**config.mk**
```make
export PLATFORM = sky130hd
export DESIGN_NAME = ysyx_22050550_wb_arbiter
export DESIGN_NICKNAME = d
export VERILOG_FILES = /design/src/rtl/ysyx_22050550_wb_arbiter.sv
export SDC_FILE = /design/constraint.sdc
export NUM_CORES = 1
export LEC_CHECK = 0
export CORE_UTILIZATION = 46
export CTS_CLUSTER_SIZE = 8
export DETAILED_ROUTE_END_ITERATION = 16
export GPL_ROUTABILITY_DRIVEN = 0
export PLACE_DENSITY_LB_ADDON = 0.05
export RECOVER_POWER = 50
export SYNTH_ARGS = -nofsm -noshare
export SYNTH_HDL_FRONTEND = slang
export SYNTH_SLANG_ARGS = --single-unit
```
**constraint.sdc**
```tcl
create_clock -name clk -period 5.3 [get_ports clk]
set_clock_uncertainty 0.15 [all_clocks]
set_input_delay 0.53 -clock clk [delete_from_list [all_inputs] [get_ports clk]]
set_output_delay 0.53 -clock clk [all_outputs]
set_load 0.02 [all_outputs]
```
**src/rtl/ysyx_22050550_wb_arbiter.sv**
```systemverilog
// Writeback arbiter and register scoreboard: EXU and LSU share one register-file
// write port through an output register, while decode sees pending-write hazards.
`timescale 1ns/1ps
module ysyx_22050550_wb_arbiter #(
  parameter int DATA_W     = 64,
  parameter int ADDR_W     = 5,
  parameter int REG_NUM    = 32,
  parameter int STARVE_MAX = 4
) (
  input  logic                clk,
  input  logic                rst_n,
  input  logic                issue_valid,
  input  logic                issue_wen,
  input  logic [ADDR_W-1:0]   issue_rd,
  output logic                issue_ready,
  input  logic [ADDR_W-1:0]   rs1,
  input  logic [ADDR_W-1:0]   rs2,
  output logic                hazard1,
  output logic                hazard2,
  input  logic                exu_valid,
  input  logic [ADDR_W-1:0]   exu_rd,
  input  logic [DATA_W-1:0]   exu_data,
  output logic                exu_ready,
  input  logic                lsu_valid,
  input  logic [ADDR_W-1:0]   lsu_rd,
  input  logic [DATA_W-1:0]   lsu_data,
  output logic                lsu_ready,
  output logic                rf_wen,
  output logic [ADDR_W-1:0]   rf_rd,
  output logic [DATA_W-1:0]   rf_wdata,
  output logic [REG_NUM-1:0]  busy,
  output logic                wb_err
);

  // Handshake: a writeback transfers on the cycle where valid & ready are both
  // high; the requester holds rd/data stable until then.
  localparam int CNT_W = $clog2(STARVE_MAX + 1);

  logic [CNT_W-1:0]   starve_cnt;
  logic               starved;
  logic               grant_exu;
  logic               grant_lsu;
  logic [ADDR_W-1:0]  win_rd;
  logic [DATA_W-1:0]  win_data;
  logic [REG_NUM-1:0] set_mask;
  logic [REG_NUM-1:0] clr_mask;
  logic [REG_NUM-1:0] busy_next;

  assign starved   = (starve_cnt == CNT_W'(STARVE_MAX));
  assign grant_exu = rst_n & exu_valid & (!lsu_valid | starved);
  assign grant_lsu = rst_n & lsu_valid & !grant_exu;
  assign exu_ready = grant_exu;
  assign lsu_ready = grant_lsu;
  assign win_rd    = grant_exu ? exu_rd : lsu_rd;
  assign win_data  = grant_exu ? exu_data : lsu_data;

  // The register being committed this cycle is forwarded by the register file,
  // so it is neither a hazard nor a WAW conflict.
  assign issue_ready = rst_n & !(issue_wen & (issue_rd != '0) & busy[issue_rd]
                                 & !(rf_wen & (rf_rd == issue_rd)));
  assign hazard1 = (rs1 != '0) & busy[rs1] & !(rf_wen & (rf_rd == rs1));
  assign hazard2 = (rs2 != '0) & busy[rs2] & !(rf_wen & (rf_rd == rs2));

  always_comb begin
    set_mask = '0;
    clr_mask = '0;
    if (issue_valid & issue_ready & issue_wen & (issue_rd != '0))
      set_mask[issue_rd] = 1'b1;
    if (rf_wen)
      clr_mask[rf_rd] = 1'b1;
    // Set after clear so a same-edge reissue of the committing register wins.
    busy_next = ((busy & ~clr_mask) | set_mask) & ~REG_NUM'(1);
  end

  always_ff @(posedge clk) begin
    if (!rst_n) begin
      starve_cnt <= '0;
      rf_wen     <= 1'b0;
      rf_rd      <= '0;
      rf_wdata   <= '0;
      busy       <= '0;
      wb_err     <= 1'b0;
    end else begin
      if (!exu_valid || exu_ready)
        starve_cnt <= '0;
      else if (!starved)
        starve_cnt <= starve_cnt + CNT_W'(1);

      if (grant_exu || grant_lsu) begin
        rf_wen   <= (win_rd != '0);
        rf_rd    <= win_rd;
        rf_wdata <= win_data;
      end else begin
        rf_wen   <= 1'b0;
      end

      busy <= busy_next;
      if (rf_wen && !busy[rf_rd])
        wb_err <= 1'b1;
    end
  end

endmodule

```
# Yosys cells after proc, flatten, opt, wreduce, memory -nomap -nowiden
# Cells that the tools add are included.
# word_totals
ff_bits	106
output_inout_bits	108
word_cells	76
input_bits	159
# op_classes
n_reduce_logical	19
n_mux	16
bitwise	23
order_cmp	6
eq_ne	4
add_sub_neg	1
# op_table
operator	count
32-bit two-way mux	2
64-bit two-way mux	1
32-bit AND	1
32-bit inverter	1
32-bit OR	1
5-bit by 6-bit < comparator with 1-bit output, second input constant	4
1-bit binary-select mux with 5-bit select	4
5-bit nonzero test	4
1-bit AND	18
5-bit equality test	3
1-bit demux with 5-bit select	2
5-bit by 1-bit >= comparator with 1-bit output, second input constant	2
1-bit zero test	8
1-bit two-way mux	6
5-bit two-way mux	1
3-bit by 1-bit adder with 3-bit output, second input constant	1
3-bit equality test, second input constant	1
1-bit logical AND	3
1-bit logical OR	2
2-bit AND reduction	1
2-bit OR reduction	1
1-bit inverter	1
1-bit OR	1

# Logic depth before layout (Yosys ltp)
# depth
ltp_word	11
depth_mapped	9

# Worst setup path before layout
# OpenSTA, ideal clock, no wires.
# synth_timing
path_kind	input to output
start	in rs1[0]
end	out hazard1
arrival_time_ns	1.988
stages	5
setup_slack_ns	2.632
path_buffers	1
required_ns	4.620
path_cell_list	buf_2 mux4_2 mux4_2 mux2i_1 a31oi_1
# synth_between
elab_chain_len	4
elab_cells_between_ends	8
classes_between	1 x eq/ne; 2 x mux; 3 x bitwise; 2 x reduce/logical
# synth_rtl
element	line	text
start: declaration	16	input logic [ADDR_W-1:0] rs1,
1-bit binary-select mux with 5-bit select / 5-bit equality test (equally long branches)	61	assign hazard1 = (rs1 != '0) & busy[rs1] & !(rf_wen & (rf_rd == rs1));
1-bit two-way mux (not written as such) / 1-bit AND (equally long branches)	61	
1-bit AND / 1-bit zero test (equally long branches)	61	
1-bit AND *	61	
end: declaration	18	output logic hazard1,
# Every way passes the cells marked *; elsewhere a longest branch is shown, timed or not. The select of a mux whose other input is x is not followed.

# Worst setup path after layout
# layout_timing
start	in rst_n
end	reg busy[5]
# layout_between
elab_chain_len	6
# layout_rtl
element	line	text
start: declaration	11	input logic rst_n,
1-bit AND	59	assign issue_ready = rst_n & !(issue_wen & (issue_rd != '0) & busy[issue_rd]
1-bit AND (3 in series)	67	if (issue_valid & issue_ready & issue_wen & (issue_rd != '0))
32-bit two-way mux	67	
32-bit OR	72	busy_next = ((busy & ~clr_mask) | set_mask) & ~REG_NUM'(1);
end signal: assignment	97	busy <= busy_next;
end: declaration	31	output logic [REG_NUM-1:0] busy,
# Parallel ways exist; a longest one is shown, timed or not.
# A chain may end at the register's enable or synchronous reset.

==> summary.md <==
The checks that failed: max-capacitance violations, max-slew violations. The critical path goes through clkbuf_2 > clkbuf_1 > and3_1 > nand3b_1 > o31ai_1. Setup repair after global routing left no endpoint under its margin. After detailed routing, the number of vias per cell comes to 5.90.

The max-cap violation count is 1. The final cycle utilization of the critical path was 0.833; the met2 demand-to-capacity share in global routing was 0.506. The logs give 0.341 for the global routing met1 resource utilization and 0 for the number of inserted diodes. Detailed placement ended at an HPWL of 14500 um.

The via count of the first global-routing pass is 5791. Proportion of netlist area held by the largest area contributor: 0.356. The most common cell in the synthesized netlist is sky130_fd_sc_hd__dfxtp_1. The share of cells above drive strength 1 was 0.0806; the sequential element share of the synthesized area was 0.356. The critical path is of the in -> reg type. The number of flops mapped to enable cells by yosys works out to 0. In this run the number of H-tree levels came out at 3. The first global-routing pass estimated 30200 um of wire. For the worst setup path, the data arrival time is 4.50 ns.

The worst register-to-register path begins at rf_rd[2]. The kind of start point of the critical path is a primary input. The worst hold-check path type is reg -> reg. The global routing stage identified its most utilized layer as met2. The relative area change from synthesis to final layout is 49.1%, and the xor/xnor cell area share of the yosys netlist is 0.0222.

The global routing met3 resource utilization is 0.0870, and the number of DRC markers in iteration 0 is 508. The synthesis-stage register bit count is 105. The slowest stage cell on the critical path was sky130_fd_sc_hd__clkbuf_1.

Summed over all cells, the static leakage comes to 0.00336 uW. The count of yosys warnings during synthesis was 0. Ranked by total cell area, the synthesized netlist is headed by sky130_fd_sc_hd__dfxtp_1, sky130_fd_sc_hd__mux2i_1, sky130_fd_sc_hd__mux4_2. Measured along the y axis, the die boundary spans 115 um. Clock-pin slew was measured on the worst setup and hold paths at 0.07 ns. The tightest hold margin was 0.304 ns; the setup violation total in the final timing report was 0. The number of clock sinks was 105. After filler insertion, the fill cell instance count of the layout stands at 1014. The global routing usage summed across all routing layers was 0.297; the horizontal die dimension was 115 um. The design draws 2030 uW.

The shortest clock period the worst path allows after layout was 4.41 ns; the first-pass iteration count of the detailed router was 5. The tools report the launch point of the worst path as rst_n. For the remaining max-slew budget at the tightest pin, the log shows -0.654. TritonCTS built the clock tree. The number of max-slew violations in the final report came out at 57. The number of buffer cells added on primary ports is 265.

For this design, the CTS-stage hold fixing added 0 buffers. The tools report the post-detailed-route count of antenna-violating nets as 0. The total power per unit cell area works out to 230 nW/um2. The tools report the number of distinct library cells after synthesis as 55. For the starting utilization of the core area, the log shows 0.470. The total overflow left after global routing is 0. The largest buffer count on any clock path was 2. Total core area: 12600 um2. The kind of cell with the highest combined delay along the critical path is buffers and inverters. The tree is rooted in a sky130_fd_sc_hd__clkbuf_16. Once the clock tree was built, the resizer swapped 0 gates to a different size.

The number of post-CTS setup repair buffers came out at 0. The layout net count was 988; the average wire length per cell after detail routing was 19.7 um. The multiplexer share of the synthesized area is 0.247. The fraction of the mapped netlist area in compound gates is 0.178.

Delay of the slowest critical-path stage: 1.84 ns. The run gives 116 as the maximum number of pins on one net before global-route repair. The start point of the worst min-delay path is rf_wdata[34].

At the pin with the least slew margin, the transition time is 2.48 ns. For this run, the top clock speed supported by timing is 227 MHz. The run gives 19800 um as the total wire length.

Main combinational cell family by area after synthesis: multiplexers. The initialized floorplan defines 41 standard-cell rows. For the worst-skew pair, the clock arrives at the later sink with an insertion delay of 0.34 ns. The routed via count came out at 5920. The setup slack of the most critical reg-to-reg path was 2.97 ns.

STA puts the critical path data required time at 5.38 ns. The proportion of register bits with asynchronous set or reset after synthesis was 0. The initial antenna violation count came out at 0. The simple-gate portion of the synthesized area is 0.129.

By count the netlist is led by sky130_fd_sc_hd__dfxtp_1, sky130_fd_sc_hd__mux2i_1, sky130_fd_sc_hd__nand3_1. The library cell with the largest summed area after synthesis is sky130_fd_sc_hd__dfxtp_1. The logs give 0.176 mV for the worst vdd rail ir drop and 0 ns for the setup TNS after final layout. The post-synthesis cell area was 5910 um2.

Critical path buffer and inverter count: 2. The hold violation total from the final report was 0; the adder-cell area share of the yosys netlist was 0.00424. The run gives 13300 um2 as the die area. The flow ran to the end, but the final reports show violations. In this run the mean area of a mapped cell was 9.78 um2. Synthesis handed over a netlist of 604 instances. The maximum fanout along the worst path came out at 56.

The flip-flop cell with the highest count after synthesis was sky130_fd_sc_hd__dfxtp_1. For the number of nets produced by synthesis, the log shows 765. After detailed routing, the number of remaining DRC violations is 0.

Buffers inserted during clock tree synthesis total 9. The worst setup path is captured at a flop. I/O pin count: 267.
[power by group]
| group | leakage, uW | switching [uW] | internal (uW) |
|---|---|---|---|
| Combinational | 0.00235 | 246 | 248 |
| Clock | 0.000144 | 286 | 376 |
| Sequential | 0.000865 | 34.1 | 840 |
| Total | 0.00336 | 566 | 1460 |
[metrics by stage]
| step | setup slack, ns | utilization | instances | area (um2) |
|---|---|---|---|---|
| 2_1_floorplan | 2.63 | - | 604 | 5910 |
| 3_3_place_gp | 1.25 | 0.678 | 988 | 8520 |
| 3_5_place_dp | 1.16 | 0.678 | 988 | 8520 |
| 4_1_cts | 1.16 | 0.701 | 1003 | 8810 |
| 5_1_grt | 0.661 | 0.701 | 1003 | 8810 |
| 6_report | 0.887 | 0.701 | 1003 | 8810 |
[worst min-delay path, cell delays in order, from the launching register on]
cell and delay (ns):
sky130_fd_sc_hd__dfxtp_1 0.31, sky130_fd_sc_hd__nand3_1 0.05, sky130_fd_sc_hd__o21ai_1 0.05
[layout by cell type (no fill, tap or decap), types with 2 or more instances in the layout]
master / instances
sky130_fd_sc_hd__clkdlybuf4s50_1: 166
sky130_fd_sc_hd__dfxtp_1: 105
sky130_fd_sc_hd__dlygate4sd3_1: 98
sky130_fd_sc_hd__mux2i_1: 85
sky130_fd_sc_hd__nand3_1: 74
sky130_fd_sc_hd__o21ai_1: 58
sky130_fd_sc_hd__nand2_1: 29
sky130_fd_sc_hd__mux4_2: 25
sky130_fd_sc_hd__o211ai_1: 24
sky130_fd_sc_hd__o31ai_1: 24
sky130_fd_sc_hd__xor2_1: 12
sky130_fd_sc_hd__nor2_1: 11
sky130_fd_sc_hd__o211a_1: 10
sky130_fd_sc_hd__clkbuf_16: 9
sky130_fd_sc_hd__buf_4: 9
sky130_fd_sc_hd__o31ai_2: 8
sky130_fd_sc_hd__nand3b_1: 7
sky130_fd_sc_hd__nor3_1: 5
sky130_fd_sc_hd__o22ai_1: 5
sky130_fd_sc_hd__nor2b_1: 4
sky130_fd_sc_hd__and3_1: 4
sky130_fd_sc_hd__inv_1: 3
sky130_fd_sc_hd__nor4_1: 3
sky130_fd_sc_hd__xnor2_1: 3
sky130_fd_sc_hd__a31oi_1: 3
sky130_fd_sc_hd__nand2b_1: 3
sky130_fd_sc_hd__or3_1: 2
sky130_fd_sc_hd__mux2_1: 2
sky130_fd_sc_hd__o21ai_0: 2
sky130_fd_sc_hd__inv_2: 2
sky130_fd_sc_hd__nor3b_1: 2
sky130_fd_sc_hd__a21oi_1: 2
sky130_fd_sc_hd__and2_0: 2
sky130_fd_sc_hd__a311oi_1: 2
sky130_fd_sc_hd__ha_1: 2
sky130_fd_sc_hd__clkinv_2: 2
[layout make-up]
class / count / area, um2 / share of cell area
clock buffers: 10 / 239 / 0.0271
clock inverters: 5 / 56.3 / 0.00639
inverters: 5 / 18.8 / 0.00213
multi-input cells: 431 / 3460 / 0.392
flip-flops and latches: 105 / 2100 / 0.239
well taps: 172 / 215 / 0.0244
repair buffers: 275 / 2720 / 0.309
[layer usage]
metal,up-vias,part of all wire
met5,-,0
met4,0,0.033
met3,61,0.11
met2,368,0.50
met1,2759,0.36
li1,2732,-
[sequential cells by signal (all words and copies together), names as in the netlist]
name / cells
wb_err: 1
starve_cnt: 3
rf_wen: 1
rf_wdata: 64
busy: 31
rf_rd: 5
[path summary, 6_finish.rpt]
| kind | end | depth (start not counted) |
|---|---|---|
| worst max register to register | busy[18] | 6 |
| worst max-delay path | busy[5] | 5 |
| worst min-delay path | rf_wdata[34] | 2 |
| worst min register to register | rf_wdata[34] | 2 |
[cell families (layout without fill, tap and decap cells)]
| logic type | after synthesis | in the layout |
|---|---|---|
| flops | 105 | 105 |
| compound gates | 149 | 149 |
| simple gates | 151 | 151 |
| fa+ha+maj | 2 | 2 |
| other cells | 1 | 1 |
| mux | 113 | 113 |
| xor+xnor | 15 | 15 |
| buf+inv | 68 | 295 |
(Power assumes the default switching activity.)
